### src/rtl/arith_pkg.sv
// Shared arithmetic definitions: FSM state encoding for the bit-serial
// add/sub datapath and the default operand width.
package arith_pkg;

  localparam int DEFAULT_WIDTH = 8;

  localparam logic [1:0] ST_IDLE = 2'd0;
  localparam logic [1:0] ST_RUN  = 2'd1;
  localparam logic [1:0] ST_DONE = 2'd2;

  typedef enum logic [1:0] {
    IDLE = ST_IDLE,
    RUN  = ST_RUN,
    DONE = ST_DONE
  } state_t;

endpackage : arith_pkg

### src/rtl/full_adder.sv
// One-bit full adder cell.
//   s   : sum bit
//   c   : carry out
//   a   : operand bit A
//   b   : operand bit B
//   cin : carry in
module full_adder (
  output logic s,
  output logic c,
  input  logic a,
  input  logic b,
  input  logic cin
);

  assign s = a ^ b ^ cin;
  assign c = (a & b) | (cin & (a ^ b));

endmodule : full_adder

### src/rtl/serial_add_sub.sv
// Bit-serial adder/subtractor. Operands load in parallel on start, one result
// bit is produced per clock LSB first through a single full_adder cell, and
// the parallel result is published with a one-cycle done pulse.
//   clk   : rising-edge clock
//   rst_n : asynchronous active-low reset
//   start : request, accepted when busy = 0 (IDLE or DONE)
//   sub   : 0 = a + b, 1 = a - b (sampled with start)
//   a, b  : operands (sampled with start)
//   busy  : computation in progress
//   done  : one-cycle pulse when s/c/ovf update
//   s     : result, modulo 2^WIDTH
//   c     : carry out (subtract: 1 = no borrow)
//   ovf   : two's-complement overflow
//
// state | meaning
// IDLE  | waiting for start
// RUN   | one bit per cycle through the full adder, WIDTH cycles
// DONE  | result published, done high; start accepted back-to-back
module serial_add_sub
  import arith_pkg::*;
#(
  parameter int WIDTH = DEFAULT_WIDTH
) (
  input  logic             clk,
  input  logic             rst_n,
  input  logic             start,
  input  logic             sub,
  input  logic [WIDTH-1:0] a,
  input  logic [WIDTH-1:0] b,
  output logic             busy,
  output logic             done,
  output logic [WIDTH-1:0] s,
  output logic             c,
  output logic             ovf
);

  localparam int CW = $clog2(WIDTH);
  localparam logic [CW-1:0] CNT_LAST = CW'(WIDTH - 1);

  state_t           state_q, state_d;
  logic [WIDTH-1:0] ra_q, ra_d;
  logic [WIDTH-1:0] rb_q, rb_d;
  logic [WIDTH-1:0] rs_q, rs_d;
  logic             carry_q, carry_d;
  logic [CW-1:0]    cnt_q, cnt_d;
  logic [WIDTH-1:0] s_q, s_d;
  logic             c_q, c_d;
  logic             ovf_q, ovf_d;

  logic fa_s;
  logic fa_c;

  full_adder u_fa (
    .s   (fa_s),
    .c   (fa_c),
    .a   (ra_q[0]),
    .b   (rb_q[0]),
    .cin (carry_q)
  );

  always_comb begin
    state_d = state_q;
    ra_d    = ra_q;
    rb_d    = rb_q;
    rs_d    = rs_q;
    carry_d = carry_q;
    cnt_d   = cnt_q;
    s_d     = s_q;
    c_d     = c_q;
    ovf_d   = ovf_q;

    case (state_q)
      IDLE, DONE: begin
        if (start) begin
          // Subtract as a + ~b + 1: invert b and seed the carry with 1.
          ra_d    = a;
          rb_d    = sub ? ~b : b;
          carry_d = sub;
          cnt_d   = '0;
          state_d = RUN;
        end else begin
          state_d = IDLE;
        end
      end
      RUN: begin
        ra_d    = ra_q >> 1;
        rb_d    = rb_q >> 1;
        rs_d    = {fa_s, rs_q[WIDTH-1:1]};
        carry_d = fa_c;
        cnt_d   = cnt_q + 1'b1;
        if (cnt_q == CNT_LAST) begin
          s_d     = rs_d;
          c_d     = fa_c;
          // On the MSB cycle carry_q is the carry into the sign bit.
          ovf_d   = carry_q ^ fa_c;
          state_d = DONE;
        end
      end
      default: state_d = IDLE;
    endcase
  end

  always_ff @(posedge clk or negedge rst_n) begin
    if (!rst_n) begin
      state_q <= IDLE;
      ra_q    <= '0;
      rb_q    <= '0;
      rs_q    <= '0;
      carry_q <= 1'b0;
      cnt_q   <= '0;
      s_q     <= '0;
      c_q     <= 1'b0;
      ovf_q   <= 1'b0;
    end else begin
      state_q <= state_d;
      ra_q    <= ra_d;
      rb_q    <= rb_d;
      rs_q    <= rs_d;
      carry_q <= carry_d;
      cnt_q   <= cnt_d;
      s_q     <= s_d;
      c_q     <= c_d;
      ovf_q   <= ovf_d;
    end
  end

  assign busy = (state_q == RUN);
  assign done = (state_q == DONE);
  assign s    = s_q;
  assign c    = c_q;
  assign ovf  = ovf_q;

endmodule : serial_add_sub

### config.mk
export PLATFORM = sky130hd
export DESIGN_NAME = serial_add_sub
export DESIGN_NICKNAME = d
export VERILOG_FILES = /design/src/rtl/arith_pkg.sv /design/src/rtl/full_adder.sv /design/src/rtl/serial_add_sub.sv
export SDC_FILE = /design/constraint.sdc
export NUM_CORES = 1
export LEC_CHECK = 0
export BUFFER_PORTS_ARGS = -buffer_cell sky130_fd_sc_hd__buf_4
export CAP_MARGIN = 30
export CELL_PAD_IN_SITES_DETAIL_PLACEMENT = 1
export CELL_PAD_IN_SITES_GLOBAL_PLACEMENT = 2
export CORE_MARGIN = 1.5
export CORE_UTILIZATION = 31
export CTS_BUF_LIST = sky130_fd_sc_hd__clkbuf_16
export CTS_CLUSTER_SIZE = 8
export DETAILED_ROUTE_END_ITERATION = 8
export GPL_TIMING_DRIVEN = 0
export PLACE_DENSITY_LB_ADDON = 0.1
export SYNTH_ARGS = -nofsm -noshare
export SYNTH_HDL_FRONTEND = slang
export SYNTH_SLANG_ARGS = --single-unit
### constraint.sdc
create_clock -name clk -period 2.4 [get_ports clk]
set_input_delay 0.12 -clock clk [delete_from_list [all_inputs] [get_ports clk]]
set_output_delay 0.12 -clock clk [all_outputs]
set_load 0.01 [all_outputs]
# ---- Word-level counts from Yosys, hierarchy flattened
# Cells that the tools add are included.
dict set report classes {
  add_sub_neg 1
  n_eq_ne 5
  n_mux 12
  bitwise_logic 7
  n_reduce_logical 5
}
# cell count
set op_table {}
lappend op_table {{case mux 8 bit (2 select lines)} 2}
lappend op_table {{two-way mux 8 bit} 3}
lappend op_table {{inverter 8 bit} 1}
lappend op_table {{case mux 3 bit (2 select lines)} 1}
lappend op_table {{case mux 2 bit (2 select lines)} 1}
lappend op_table {{AND reduction 2 bit} 2}
lappend op_table {{adder 3 x 1 -> 3 bit, second input constant} 1}
lappend op_table {{== test 3 bit, second input constant} 1}
lappend op_table {{two-way mux 3 bit} 1}
lappend op_table {{bitwise XOR 1 bit} 3}
lappend op_table {{bitwise AND 1 bit} 2}
lappend op_table {{== test 2 x 1 -> 1 bit, second input constant} 1}
lappend op_table {{== test 2 bit, second input constant} 1}
lappend op_table {{logical NOT 2 bit} 1}
lappend op_table {{two-way mux 1 bit} 2}
lappend op_table {{two-way mux 2 bit} 1}
lappend op_table {{!= test 2 x 1 -> 1 bit, second input constant} 1}
lappend op_table {{!= test 2 bit, second input constant} 1}
lappend op_table {{case mux 1 bit (2 select lines)} 1}
lappend op_table {{nonzero test 2 bit} 1}
lappend op_table {{OR reduction 2 bit} 1}
lappend op_table {{OR 1 bit} 1}
dict set report totals {
  register_bits 40
  in_bits 20
  output_inout_bits 12
}

# ---- Logic depth before layout (Yosys ltp)
dict set report logic_depth {
  word_depth 4
  depth_mapped 6
  depth_no_buf 5
}

# ---- By module
# From an unflattened synthesis, not the netlist that was laid out.
dict set report hier_totals {
  cells_unflattened 122
  hier_area_um2 1670.4
}
# mod n_inst cells_per_inst area_per_inst_um2
set modules_own_cells {}
lappend modules_own_cells {serial_add_sub 1 121 1650.3}
lappend modules_own_cells {full_adder 1 1 20.0}

# ---- Worst setup path after synthesis
# OpenSTA, ideal clock, no wires.
dict set report synth_path {
  path_kind {register to register}
  from {register cnt_q[0]}
  to {register c_q (netlist: c)}
  setup_ns 0.125
  arrival_ns 1.397
  setup_slack_ns 0.878
  stages_incl_launch_ff 6
  n_path_buf 1
  synth_period_minus_slack_ns 1.522
  path_cell_list {dfrtp_1 > ha_1 > ha_1 > nand3b_1 > buf_2 > mux2_2}
}
dict set report synth_via {
  elab_chain_len 2
}
# item line
set synth_rtl {}
lappend synth_rtl {{start: declaration} serial_add_sub.sv:45} ;# logic [CW-1:0] cnt_q, cnt_d;
lappend synth_rtl {{start signal: assignment} serial_add_sub.sv:120} ;# cnt_q <= cnt_d;
lappend synth_rtl {{== test 3 bit} serial_add_sub.sv:91} ;# if (cnt_q == CNT_LAST) begin
lappend synth_rtl {{AND reduction 2 bit (no source line)} -}
lappend synth_rtl {{end signal: assignment} serial_add_sub.sv:112} ;# c_q <= 1'b0;
lappend synth_rtl {{end signal: assignment} serial_add_sub.sv:122} ;# c_q <= c_d;
lappend synth_rtl {{end: declaration} serial_add_sub.sv:47} ;# logic c_q, c_d;
# Every way passes these cells.
# A chain may end at the register's enable or synchronous reset.

# ---- Final worst setup path
dict set report layout_path {
  from {register cnt_q[0]}
  to {register s_q[3] (netlist: s[3])}
}
dict set report layout_via {
  elab_chain_len 2
}
# item line
set layout_rtl {}
lappend layout_rtl {{== test 3 bit} serial_add_sub.sv:91}
lappend layout_rtl {{AND reduction 2 bit (no source line)} -}
lappend layout_rtl {{end signal: assignment} serial_add_sub.sv:111} ;# s_q <= '0;
lappend layout_rtl {{end signal: assignment} serial_add_sub.sv:121} ;# s_q <= s_d;
lappend layout_rtl {{end: declaration} serial_add_sub.sv:46} ;# logic [WIDTH-1:0] s_q, s_d;
# Every way passes these cells.

==> impl.org <==
** Status
- The run finished with clean final reports.

** Critical path
- At the worst endpoint, the required time is approximately 2600 ps.
- Master of the slowest instance on the critical path :: sky130_fd_sc_hd__dfrtp_1
- In this design, the critical path's most frequently occurring cell is sky130_fd_sc_hd__ha_1.
- Worst Path Arrival :: 1870 ps
- Crit Reg-Reg Startpoint :: cnt_q[0]$_DFFE_PN0P_
- Highest cell delay on the worst timing path :: slightly below 400 ps
- Type of the setup path with the least slack :: reg2reg
- CP Launch Type :: flip-flop
- Capturing instance or port of the critical path :: s[3]$_DFFE_PN0P_
- Maximum fanout along the worst path :: 10
- Setup slack of the worst register-to-register path :: between 600 and 700 ps
- In this run the worst setup path begins at cnt_q[0]$_DFFE_PN0P_.
- Counting cells, the worst reg-to-reg path comes to 5.
- The critical path goes through ha_1, ha_1, nand3b_1, buf_2, mux2_2.
- Sort of element at the end of the critical path :: flip-flop
- The endpoint identified for the worst register-to-register timing path is s[3]$_DFFE_PN0P_.

** Final layout
- At the end of the flow, the number of nets in the layout was 183.
- Cell Count, Final, Fillers Out :: 230
- Post-layout util :: between 40% and 50%
- Final antenna diode count :: 0
- Area growth from synthesis to final layout :: 27.34%
- Finished Cell Area :: 2127 um^2
- Share of cells above drive strength 1 :: 38.13%

** Drt
- For this block, the initial DRC count from the detailed router was 30.
- For this run, design rule violations remaining after detail routing come to 0.
- Number of routed nets with antenna violations :: 0
- Routed Wire Length :: between 3000 and 4000 um
- Detailed-route vias per instance :: 4.783
- For this run, the detailed router's first-pass iteration total came to 4.
- Across all layers, the routed design uses 1100 vias.
- Per-cell routed wire length :: 14.57 um

** Clock network
- Clock-pin slew on the worst setup and hold paths :: 50 ps
- Counting the buffers created by CTS gives 5.
- Post-CTS Setup Inserts :: 0
- Number of clock sinks seen by CTS :: 39
- The clock tree synthesis step divided the H-tree into 2 levels.
- Clock tree from TritonCTS :: built
- The number of hold buffers added after CTS was 1.
- In this run, post-CTS repair resized a total of 0 instances.
- Clock latency on the worst-skew pair :: 280 ps
- CTS max path bufs :: 2
- CTS placed an instance of sky130_fd_sc_hd__clkbuf_16 at the clock tree root.

** Logic synthesis
- Distinct cell type count after synthesis :: 21
- Post-synthesis instance area :: 1670 um^2
- Yosys printed 0 warnings.
- Adder-cell share of the synthesized area :: 2.697%
- Yosys reg bits :: 39
- Gate count of the mapped netlist :: 122
- Avg Cell Area, Syn :: ~14 um^2
- Post-Synthesis Net Count :: 145
- By area, the combinational part of the netlist is dominated by compound AO/OA/AOI/OAI gates.
- After synthesis, flip-flops and latches occupy between 50% and 60% of the total area.
- Of the total synthesized cell area, the portion taken by AND, OR, NAND and NOR gates is under 10%.
- Compound-gate portion of the synthesized area :: 14.68%
- Multiplexer cells account for 11.46% of the synthesized area.
- Xor/xnor share of the synthesized area :: 4.719%

** STA
- The worst pin sits at a relative slew slack of 66.93%.
- Across the routed clock network, the largest skew measured is 5.050 ps.
- Post-layout min period :: between 1500 and 2000 ps
- Final cycle utilization of the critical path :: 71.35%
- Total Neg Setup Slack :: 0 ps
- At the pin with the least slew margin, the transition time is 496.0 ps.
- Count of final hold-check violations :: 0
- The number of max-slew violations in the final report is 0.
- Setup violations remaining at the end of the flow were counted as 0.
- The tightest hold path in the finished design has a slack of roughly 75 ps.
- Unrepaired setup endpoints after global routing :: no
- Fmax achieved :: ~580 MHz

** Floorplanning
- For this configuration, the core starts out at a cell density of 32.50%.
- The die is 76.41 um wide.
- Row Count :: 26
- After floorplanning, the core was sized to cover roughly 5100 um^2.
- Die area :: approximately 6000 um^2
- During I/O placement, the number of pins put on the boundary was 32.
- DIE HEIGHT :: about 76 um

** Place
- Routability-driven placement finished with a final weighted congestion of 0.7031.
- The number of placed instances, taps included, is 222.
- Final HPWL DP :: 2368 um
- In this run the tool buffered the top-level ports with 30 buffer cells.
- After detailed placement, the total cell area comes to 1983 um^2.

** Power and ir drop
- Ratio of total power to cell area :: 1366 nW/um^2
- Peak supply drop :: 456.3 uV
- Static power due to leakage :: 1.032 nW

** Global routing
- The number of antenna violations at the first check in global routing is 0.
- Via count of the first global-routing pass :: 1206
- Global router's overall resource usage :: 12.94%
- Entering global routing, the biggest net connects 40 pins.
- Global-route congestion overflow total :: 0
- First-pass GRT wire length :: 5844 um

** Worst hold path
- Worst hold-check path type :: in2reg
- Worst Min Path Start :: a[7]

** Flow run
- Count of max-cap constraint violations :: 0
[worst min-delay path by stage]
stage                     endpoint  slack, ps  cells past startpoint
6_report       ra_q[7]$_DFFE_PN0P_         70                      2
3_5_place_dp      s[5]$_DFFE_PN0P_        130                      1
4_1_cts        ra_q[7]$_DFFE_PN0P_         70                      2
3_3_place_gp      s[5]$_DFFE_PN0P_        120                      1
2_1_floorplan        c$_DFFE_PN0P_       -180                      0
5_1_grt        ra_q[7]$_DFFE_PN0P_         90                      2
[per-stage QoR]
stage | power [mW] | setup slack, ps
4_1_cts | 2.967 | 661.9
3_5_place_dp | 2.346 | 673.8
5_1_grt | 3.131 | 585.1
2_1_floorplan | 1.937 | 877.9
6_report | 2.905 | 687.7
3_3_place_gp | 2.274 | 716.7
[sequential cells by signal (all words and copies together) (netlist names)]
signal	flops
ra_q	8
rb_q	8
s	8
rs_q	7
cnt_q	3
state_q	2
c	1
carry_q	1
ovf	1
[per-layer routing]
metal	up-vias	routed length (um)	GRT usage (%)
met2	23	1673	21.70
met5	-	0	0
li1	509	-	-
met3	6	154	3.832
met4	0	51	5.000
met1	562	1471	15.61
[logic make-up after synthesis]
family / after synthesis
flip-flops: 39
AND/OR/NAND/NOR: 14
XOR/XNOR: 9
buffers and inverters: 11
adder cells (fa/ha/maj): 3
multiplexers: 17
AO/OA/AOI/OAI: 29
[area by class of cell]
type | instances | area, um^2
tap | 70 | 87.58
fill | 581 | 3013
inverter | 2 | 7.507
sequential | 39 | 975.9
clock buffer | 5 | 125.1
clock inverter | 2 | 8.758
multi-input combinational | 72 | 629.4
buffer | 9 | 57.56
timing repair buffer | 31 | 235.2
[synth_stat cells]
cell / n / area [um^2]
sky130_fd_sc_hd__xnor2_1: 8 / 70.07
sky130_fd_sc_hd__a221o_1: 7 / 70.07
sky130_fd_sc_hd__nand2_1: 1 / 3.750
sky130_fd_sc_hd__mux2_2: 17 / 191.4
sky130_fd_sc_hd__dfrtp_1: 39 / 975.9
sky130_fd_sc_hd__ha_1: 2 / 25.02
sky130_fd_sc_hd__nand2b_1: 1 / 6.260
sky130_fd_sc_hd__nor2_2: 1 / 6.260
sky130_fd_sc_hd__a22o_1: 12 / 105.1
sky130_fd_sc_hd__buf_2: 4 / 20.02
sky130_fd_sc_hd__xor2_1: 1 / 8.760
sky130_fd_sc_hd__buf_4: 1 / 7.510
sky130_fd_sc_hd__nand3b_1: 1 / 7.510
sky130_fd_sc_hd__inv_1: 2 / 7.510
sky130_fd_sc_hd__o21ai_0: 2 / 10.01
sky130_fd_sc_hd__fa_1: 1 / 20.02
sky130_fd_sc_hd__buf_6: 2 / 22.52
sky130_fd_sc_hd__nor2b_1: 3 / 18.77
sky130_fd_sc_hd__nor2_1: 7 / 26.28
sky130_fd_sc_hd__clkbuf_1: 2 / 7.510
sky130_fd_sc_hd__a21o_1: 8 / 60.06
[power breakdown]
part           leakage (nW)  internal [mW]  switching [mW]
combinational         0.483          0.653           0.485
clock                0.0671          0.373           0.231
sequential            0.482          0.976           0.188
[cell usage in the layout (no fill, tap or decap), drive strengths merged]
cell and count:
buf 37, nand2b 1, nor2b 3, nor2 8
a221o 7, clkbuf 7, nand2 1, nand3b 1
xor2 1, fa 1, mux2 17, o21ai 2
ha 2, a22o 12, dfrtp 39, inv 2
clkinv 2, dlygate4sd3 1, xnor2 8, a21o 8
[worst max-delay path, delay by kind of cell, from the launching register on]
kind	cells	cell delay, ps
multiplexers	1	360
adder cells (fa/ha/maj)	2	420
AND/OR/NAND/NOR	1	150
flip-flops	1	390
buffers and inverters	1	270
No activity file was read; power rests on OpenSTA's default activity.
